**src/rtl/wb_port_sched.sv**
```systemverilog
// Write-back port scheduler: shares one register-file write port between scalar
// results and matrix results, which it writes out one word at a time.
module wb_port_sched #(
   parameter int DATA_W    = 32,
   parameter int MAT_BEATS = 4,
   parameter int ADDR_W    = 5
) (
   input  logic                        clk,
   input  logic                        rst,
   input  logic                        in_valid,
   output logic                        in_ready,
   input  logic [1:0]                  in_w_select,
   input  logic [ADDR_W-1:0]           in_rd,
   input  logic [DATA_W-1:0]           in_alu_o,
   input  logic [DATA_W-1:0]           in_mem_data,
   input  logic [DATA_W*MAT_BEATS-1:0] in_matrix_o,
   output logic                        rf_we,
   output logic [ADDR_W-1:0]           rf_waddr,
   output logic [DATA_W-1:0]           rf_wdata,
   output logic                        mat_busy
);

   localparam int BEAT_W = (MAT_BEATS > 1) ? $clog2(MAT_BEATS) : 1;

   typedef enum logic {IDLE, BURST} state_t;

   state_t                      state_reg, state_next;
   logic [BEAT_W-1:0]           beat_reg, beat_next;
   logic [ADDR_W-1:0]           base_reg, base_next;
   logic [DATA_W*MAT_BEATS-1:0] mat_reg, mat_next;
   logic                        rf_we_reg, rf_we_next;
   logic [ADDR_W-1:0]           rf_waddr_reg, rf_waddr_next;
   logic [DATA_W-1:0]           rf_wdata_reg, rf_wdata_next;

   logic [DATA_W-1:0] mat_words_reg [MAT_BEATS];
   logic [DATA_W-1:0] mat_words_in  [MAT_BEATS];

   generate
      for (genvar gi = 0; gi < MAT_BEATS; gi++) begin : g_words
         assign mat_words_reg[gi] = mat_reg[gi*DATA_W +: DATA_W];
         assign mat_words_in[gi]  = in_matrix_o[gi*DATA_W +: DATA_W];
      end
   endgenerate

   logic              last_beat;
   logic              accept;
   logic [BEAT_W-1:0] beat_inc;
   logic [ADDR_W-1:0] beat_addr;

   assign last_beat = (state_reg == BURST) && (beat_reg == BEAT_W'(MAT_BEATS - 1));
   // Ready on the final beat too, so back-to-back transfers see no bubble.
   assign in_ready  = rst && ((state_reg == IDLE) || last_beat);
   assign accept    = in_valid && in_ready;
   assign beat_inc  = beat_reg + 1'b1;
   assign beat_addr = base_reg + ADDR_W'(beat_inc);

   always_comb begin
      state_next    = state_reg;
      beat_next     = beat_reg;
      base_next     = base_reg;
      mat_next      = mat_reg;
      rf_we_next    = 1'b0;
      rf_waddr_next = rf_waddr_reg;
      rf_wdata_next = rf_wdata_reg;

      if (state_reg == BURST && !last_beat) begin
         beat_next     = beat_inc;
         rf_we_next    = (beat_addr != '0);
         rf_waddr_next = beat_addr;
         rf_wdata_next = mat_words_reg[beat_inc];
      end else begin
         state_next = IDLE;
         if (accept) begin
            case (in_w_select)
               2'b00, 2'b01: begin
                  rf_we_next    = (in_rd != '0);
                  rf_waddr_next = in_rd;
                  rf_wdata_next = (in_w_select == 2'b00) ? in_alu_o : in_mem_data;
               end
               2'b10: begin
                  // Word 0 is registered at the accept edge so beats land in N+1..N+MAT_BEATS.
                  state_next    = BURST;
                  beat_next     = '0;
                  base_next     = in_rd;
                  mat_next      = in_matrix_o;
                  rf_we_next    = (in_rd != '0);
                  rf_waddr_next = in_rd;
                  rf_wdata_next = mat_words_in[0];
               end
               default: ;
            endcase
         end
      end
   end

   always_ff @(posedge clk) begin
      if (!rst) begin
         state_reg    <= IDLE;
         beat_reg     <= '0;
         base_reg     <= '0;
         mat_reg      <= '0;
         rf_we_reg    <= 1'b0;
         rf_waddr_reg <= '0;
         rf_wdata_reg <= '0;
      end else begin
         state_reg    <= state_next;
         beat_reg     <= beat_next;
         base_reg     <= base_next;
         mat_reg      <= mat_next;
         rf_we_reg    <= rf_we_next;
         rf_waddr_reg <= rf_waddr_next;
         rf_wdata_reg <= rf_wdata_next;
      end
   end

   assign rf_we    = rf_we_reg;
   assign rf_waddr = rf_waddr_reg;
   assign rf_wdata = rf_wdata_reg;
   assign mat_busy = (state_reg == BURST);

endmodule

```
**config.mk**
```make
export PLATFORM = sky130hd
export DESIGN_NAME = wb_port_sched
export DESIGN_NICKNAME = d
export VERILOG_FILES = /design/src/rtl/wb_port_sched.sv
export SDC_FILE = /design/constraint.sdc
export NUM_CORES = 1
export LEC_CHECK = 0
export BUFFER_PORTS_ARGS = -buffer_cell sky130_fd_sc_hd__buf_2
export CAP_MARGIN = 20
export CORE_MARGIN = 3
export CORE_UTILIZATION = 45
export DETAILED_ROUTE_END_ITERATION = 6
export PLACE_DENSITY = 0.73
export RECOVER_POWER = 25
export SYNTH_ARGS = -nofsm -noshare
export SYNTH_HDL_FRONTEND = slang
export SYNTH_SLANG_ARGS = --single-unit
```
**constraint.sdc**
```tcl
create_clock -name clk -period 3.81 [get_ports clk]
set_clock_uncertainty 0.15 [all_clocks]
set_input_delay 1.143 -clock clk [delete_from_list [all_inputs] [get_ports clk]]
set_output_delay 1.143 -clock clk [all_outputs]
set_load 0.05 [all_outputs]
```
* After elaboration in Yosys (flattened, before gate mapping)
Cells that the tools add are included.
** Storage, ports and cells
- Output and inout port bits :: 40
- Bits in read-only memories :: 0
- Bits in latches :: 0
- Flip-flop bits (word level) :: 174
- RAM bits :: 0
- Memories kept :: 0
- Input bits :: 202
- Word-level logic and storage cells :: 53
** Cells by class
- Bitwise operators :: 3
- $mul :: 0
- Shift-type cells :: 0
- Equal/unequal tests :: 3
- Reductions and logical operators :: 19
- Multiplexer cells :: 18
- $add $sub $neg :: 2
- Divide/modulo/power cells :: 0
- Order comparisons :: 1
** Operators by type and width (number)
- $mux 32 :: 5
- $bmux 32 s2 :: 1
- $pmux 32 s2 :: 1
- $mux 5 :: 3
- $reduce_bool 5->1 :: 2
- $mux 2 :: 3
- $reduce_and 2->1 :: 3
- $reduce_bool 2->1 :: 3
- $add 5x2->5 :: 1
- $mux 1 :: 5
- $eq 2x2->1 const B :: 2
- $logic_and 1x1->1 :: 4
- $ge 3x3->1 const B :: 1
- $not 2->3 :: 1
- $reduce_and 3->1 :: 1
- $reduce_bool 3->1 :: 1
- $reduce_or 3->1 :: 1
- $add 2x1->2 const B :: 1
- $eq 2x1->1 const B :: 1
- $logic_not 2->1 :: 1
- $not 1->1 :: 2
- $reduce_or 2->1 :: 1
- $logic_not 1->1 :: 1
- $logic_or 1x1->1 :: 1

* Logic depth before layout (Yosys ltp)
- Depth after elaboration :: 7
- Depth in mapped cells :: 10
- Mapped depth without buffers :: 8

* Worst setup path after synthesis
No wires, ideal clock.
- Path kind :: in2out
- Start :: input rst
- End :: output in_ready
- Data required time :: 2.517 ns
- Arrival time :: 2.341 ns
- Stages :: 4
- Path slack :: 0.176 ns
- Cell sequence :: clkbuf_1 inv_2 clkbuf_1 nor2_1
** On the way
- Cells in the longest elaborated chain, start to end :: 1
** Ends and longest elaborated chain
- start, declared :: RTL line 9 : input logic rst,
- $logic_and 1x1->1 :: RTL line 52 : assign in_ready = rst && ((state_reg == IDLE) || last_beat);
- end, declared :: RTL line 11 : output logic in_ready,
No other way between the ends.

* Final worst setup path
- Start :: input rst
- End :: register mat_reg[123]
** On the way
- Cells in the longest elaborated chain, start to end :: 3
** Ends and longest elaborated chain
- $logic_and 1x1->1 :: RTL line 52
- $logic_and 1x1->1 :: RTL line 53 : assign accept = in_valid && in_ready;
- $reduce_and 3->1 (no source line)
- end signal, assigned :: RTL line 109 : mat_reg <= mat_next;
- end, declared :: RTL line 30 : logic [DATA_W*MAT_BEATS-1:0] mat_reg, mat_next;
Parallel ways exist; a longest one is shown, timed or not.
A chain may end at the register's enable or synchronous reset.

==> flow_summary.json <==
{
  "synth-seq-cells": 174,
  "end_kind": "flip-flop",
  "grt_max_degree": 81,
  "grt_pass1_vias": 7194,
  "violations": "capacitance limit, slew limit",
  "antenna_found_initial": 1,
  "stdcell_area_um2": 9723,
  "clock-sinks": 174,
  "cts_root_buffer": "clkbuf_16",
  "die_y_um": 138.3,
  "fillCellCount": 1619,
  "drv_slew": 81,
  "numCtsBuffers": 17,
  "synth_area_per_cell_um2": 8.024,
  "irDropWorstVdd_uv": 333.6,
  "largest_reg_flops": 128,
  "track_usage": 0.2368,
  "dr.first_iter.drc_count": 391,
  "crit_end": "mat_reg[123]$_SDFFE_PN0P_",
  "syn_to_final_growth_pct": 23.53,
  "max_cap_violations": 1,
  "rsz0062_at_grt": "no",
  "ys_warn_count": 0,
  "min-delay-start": "rf_wdata[21]$_SDFFE_PN0P_",
  "r2r_slack_ps": 1230,
  "timing.final.crit_share": 0.8747,
  "routabilityCongestion": 0.8245,
  "vias": 7488,
  "synth_top_area_share": 0.4425,
  "place_inst": 1384,
  "final_common_cell": "nand2_1",
  "clockBufferDepth": 2,
  "syn_inst": 981,
  "crit_required_ps": 3930,
  "coreArea_um2": 16880,
  "hp-class": "flip-flop to flip-flop",
  "viasPerCell": 5.288,
  "wl_mm": 23.56,
  "synth.area.top_cells": "dfxtp_1, nand2_1, a21oi_1, mux2i_1, o21ai_0",
  "r2r-start": "beat_reg[0]$_SDFFE_PN0P_",
  "fmax_mhz": 300.1,
  "cts_resized": 0,
  "relSlewSlack": -0.1333,
  "clock_latency_ps": 420,
  "port-buffer-count": 241,
  "wire_per_inst_um": 16.63,
  "dieWidth_um": 138.3,
  "finalSetupTns_ps": 0,
  "path_clk_slew_ps": 70,
  "hold_ws_ps": 303.3,
  "initial_utilization": 0.4664,
  "grt.overflow.total": 0,
  "cts_setup_buffers": 0,
  "placement_rows": 47,
  "critical_path.max_fanout": 80,
  "h-tree-depth": 4,
  "yosysSeqAreaShare": 0.4425,
  "layout-drive-gt1-share": 0.2293,
  "dr.pass1.iters": 4,
  "cts_tree": "built",
  "placed_cell_area_um2": 9213,
  "syn-num-nets": 1187,
  "swShare": 0.2699,
  "grt_pass1_wl_mm": 36.87,
  "clkPwrFrac": 0.407,
  "combPwrFrac": 0.134,
  "power.leakage_nw": 3.626,
  "nNetsFinal": 1389,
  "hold_violations": 0,
  "r2r-end": "mat_reg[51]$_SDFFE_PN0P_",
  "status": "finished, violations left",
  "p_int_mw": 3.033,
  "syn_area_um2": 7871,
  "powerDensity_nw_per_um2": 427.2,
  "seqPwrFrac": 0.460,
  "dieArea_um2": 19110,
  "switchingPower_mw": 1.121,
  "rr_worst_depth": 6,
  "cts_hold_repair.buffers": 0,
  "io_pins": 242,
  "crit_start": "rst",
  "drc": 0,
  "fin_crit_ps": 3332,
  "yosysTopAreaCell": "dfxtp_1",
  "crit_path_start_kind": "primary input",
  "dp_hpwl_mm": 16.52,
  "netlist-cell-type-count": 38,
  "final_cell_mix": "nand2_1, buf_2, dfxtp_1",
  "stdcell_count": 1416,
  "criticalPathCategory": "primary input to flip-flop",
  "critPathArrivalTime_ps": 3450,
  "worst_slew_pin_slew_ps": 1700,
  "postRouteAntennaNets": 0,
  "setup_viol": 0
}
[logic make-up after synthesis]
group           Yosys count  share of synthesized area
xor+xnor                  2                   0.002226
fa+ha+maj                 4                   0.007313
buf+inv                  91                    0.05834
compound gates          271                     0.1908
flops                   174                     0.4425
simple gates            352                     0.1739
mux                      87                     0.1249
[power by group through the flow]
stage | registers, mW | logic [mW] | clock network, mW
finish | 1.91 | 0.556 | 1.69
global route | 1.92 | 0.602 | 1.80
floorplan | 2.05 | 0.242 | 0
detailed placement | 1.95 | 0.567 | 0
CTS | 1.91 | 0.568 | 1.72
global placement | 1.95 | 0.561 | 0
[worst min path at each step]
stage,end,slack [ps],depth (start not counted)
floorplan,mat_reg[100]$_SDFFE_PN0P_,280,2
global placement,rf_wdata[14]$_SDFFE_PN0P_,280,2
detailed placement,rf_wdata[8]$_SDFFE_PN0P_,290,2
CTS,rf_wdata[12]$_SDFFE_PN0P_,300,2
global route,rf_wdata[30]$_SDFFE_PN0P_,320,2
finish,rf_wdata[21]$_SDFFE_PN0P_,300,2
[Yosys cell counts (all sizes together)]
master and number:
nor2 14, a21o 1, a221oi 9, a211oi 6, a21oi 160, mux2i 78, and3 3, a2111oi 1
o2bb2ai 9, or3b 1, o21a 1, buf 52, nand2b 1, inv 7, nand3 6, nor3b 1
clkbuf 32, and2 1, ha 3, nor2b 2, xnor2 2, or3 1, o311a 1, a311oi 4
nand3b 2, dfxtp 174, o22ai 23, mux4 9, fa 1, or4 1, o21ai 56, nand2 319
[per-stage QoR]
step                      power, mW  setup WS [ps]    util
final                         4.154          477.6  0.5761
after global routing          4.317          327.7  0.5761
after CTS                     4.199          616.9  0.5798
after detailed placement      2.516          616.2  0.5459
after global placement        2.509          620.3  0.5459
after floorplan               2.291          176.4       -
[routing by layer]
layer	wire length, µm	share of wire	vias to the layer above	global-route usage
li1	-	-	3764	-
met1	10450	0.44	3438	0.3129
met2	11010	0.47	251	0.3877
met3	1524	0.065	35	0.05180
met4	569	0.024	0	0.07800
met5	0	0	-	0
[critical path: stages]
cell and delay (ps):
clkbuf_1 130, inv_4 70, clkbuf_2 1220, buf_4 730, a21oi_1 90
[cell type report]
cell class / count / area (µm²) / share of cell area
Multi-Input combinational cell: 716 / 3961 / 0.4074
Sequential cell: 174 / 3483 / 0.3583
Timing Repair Buffer: 267 / 1399 / 0.1439
Clock buffer: 20 / 466.7 / 0.04800
Tap cell: 220 / 275.3 / 0.02831
Clock inverter: 11 / 106.4 / 0.01094
Inverter: 7 / 28.78 / 0.002960
Antenna cell: 1 / 2.502 / 0.0002574
Note: power is estimated with default switching activity, not from simulation.
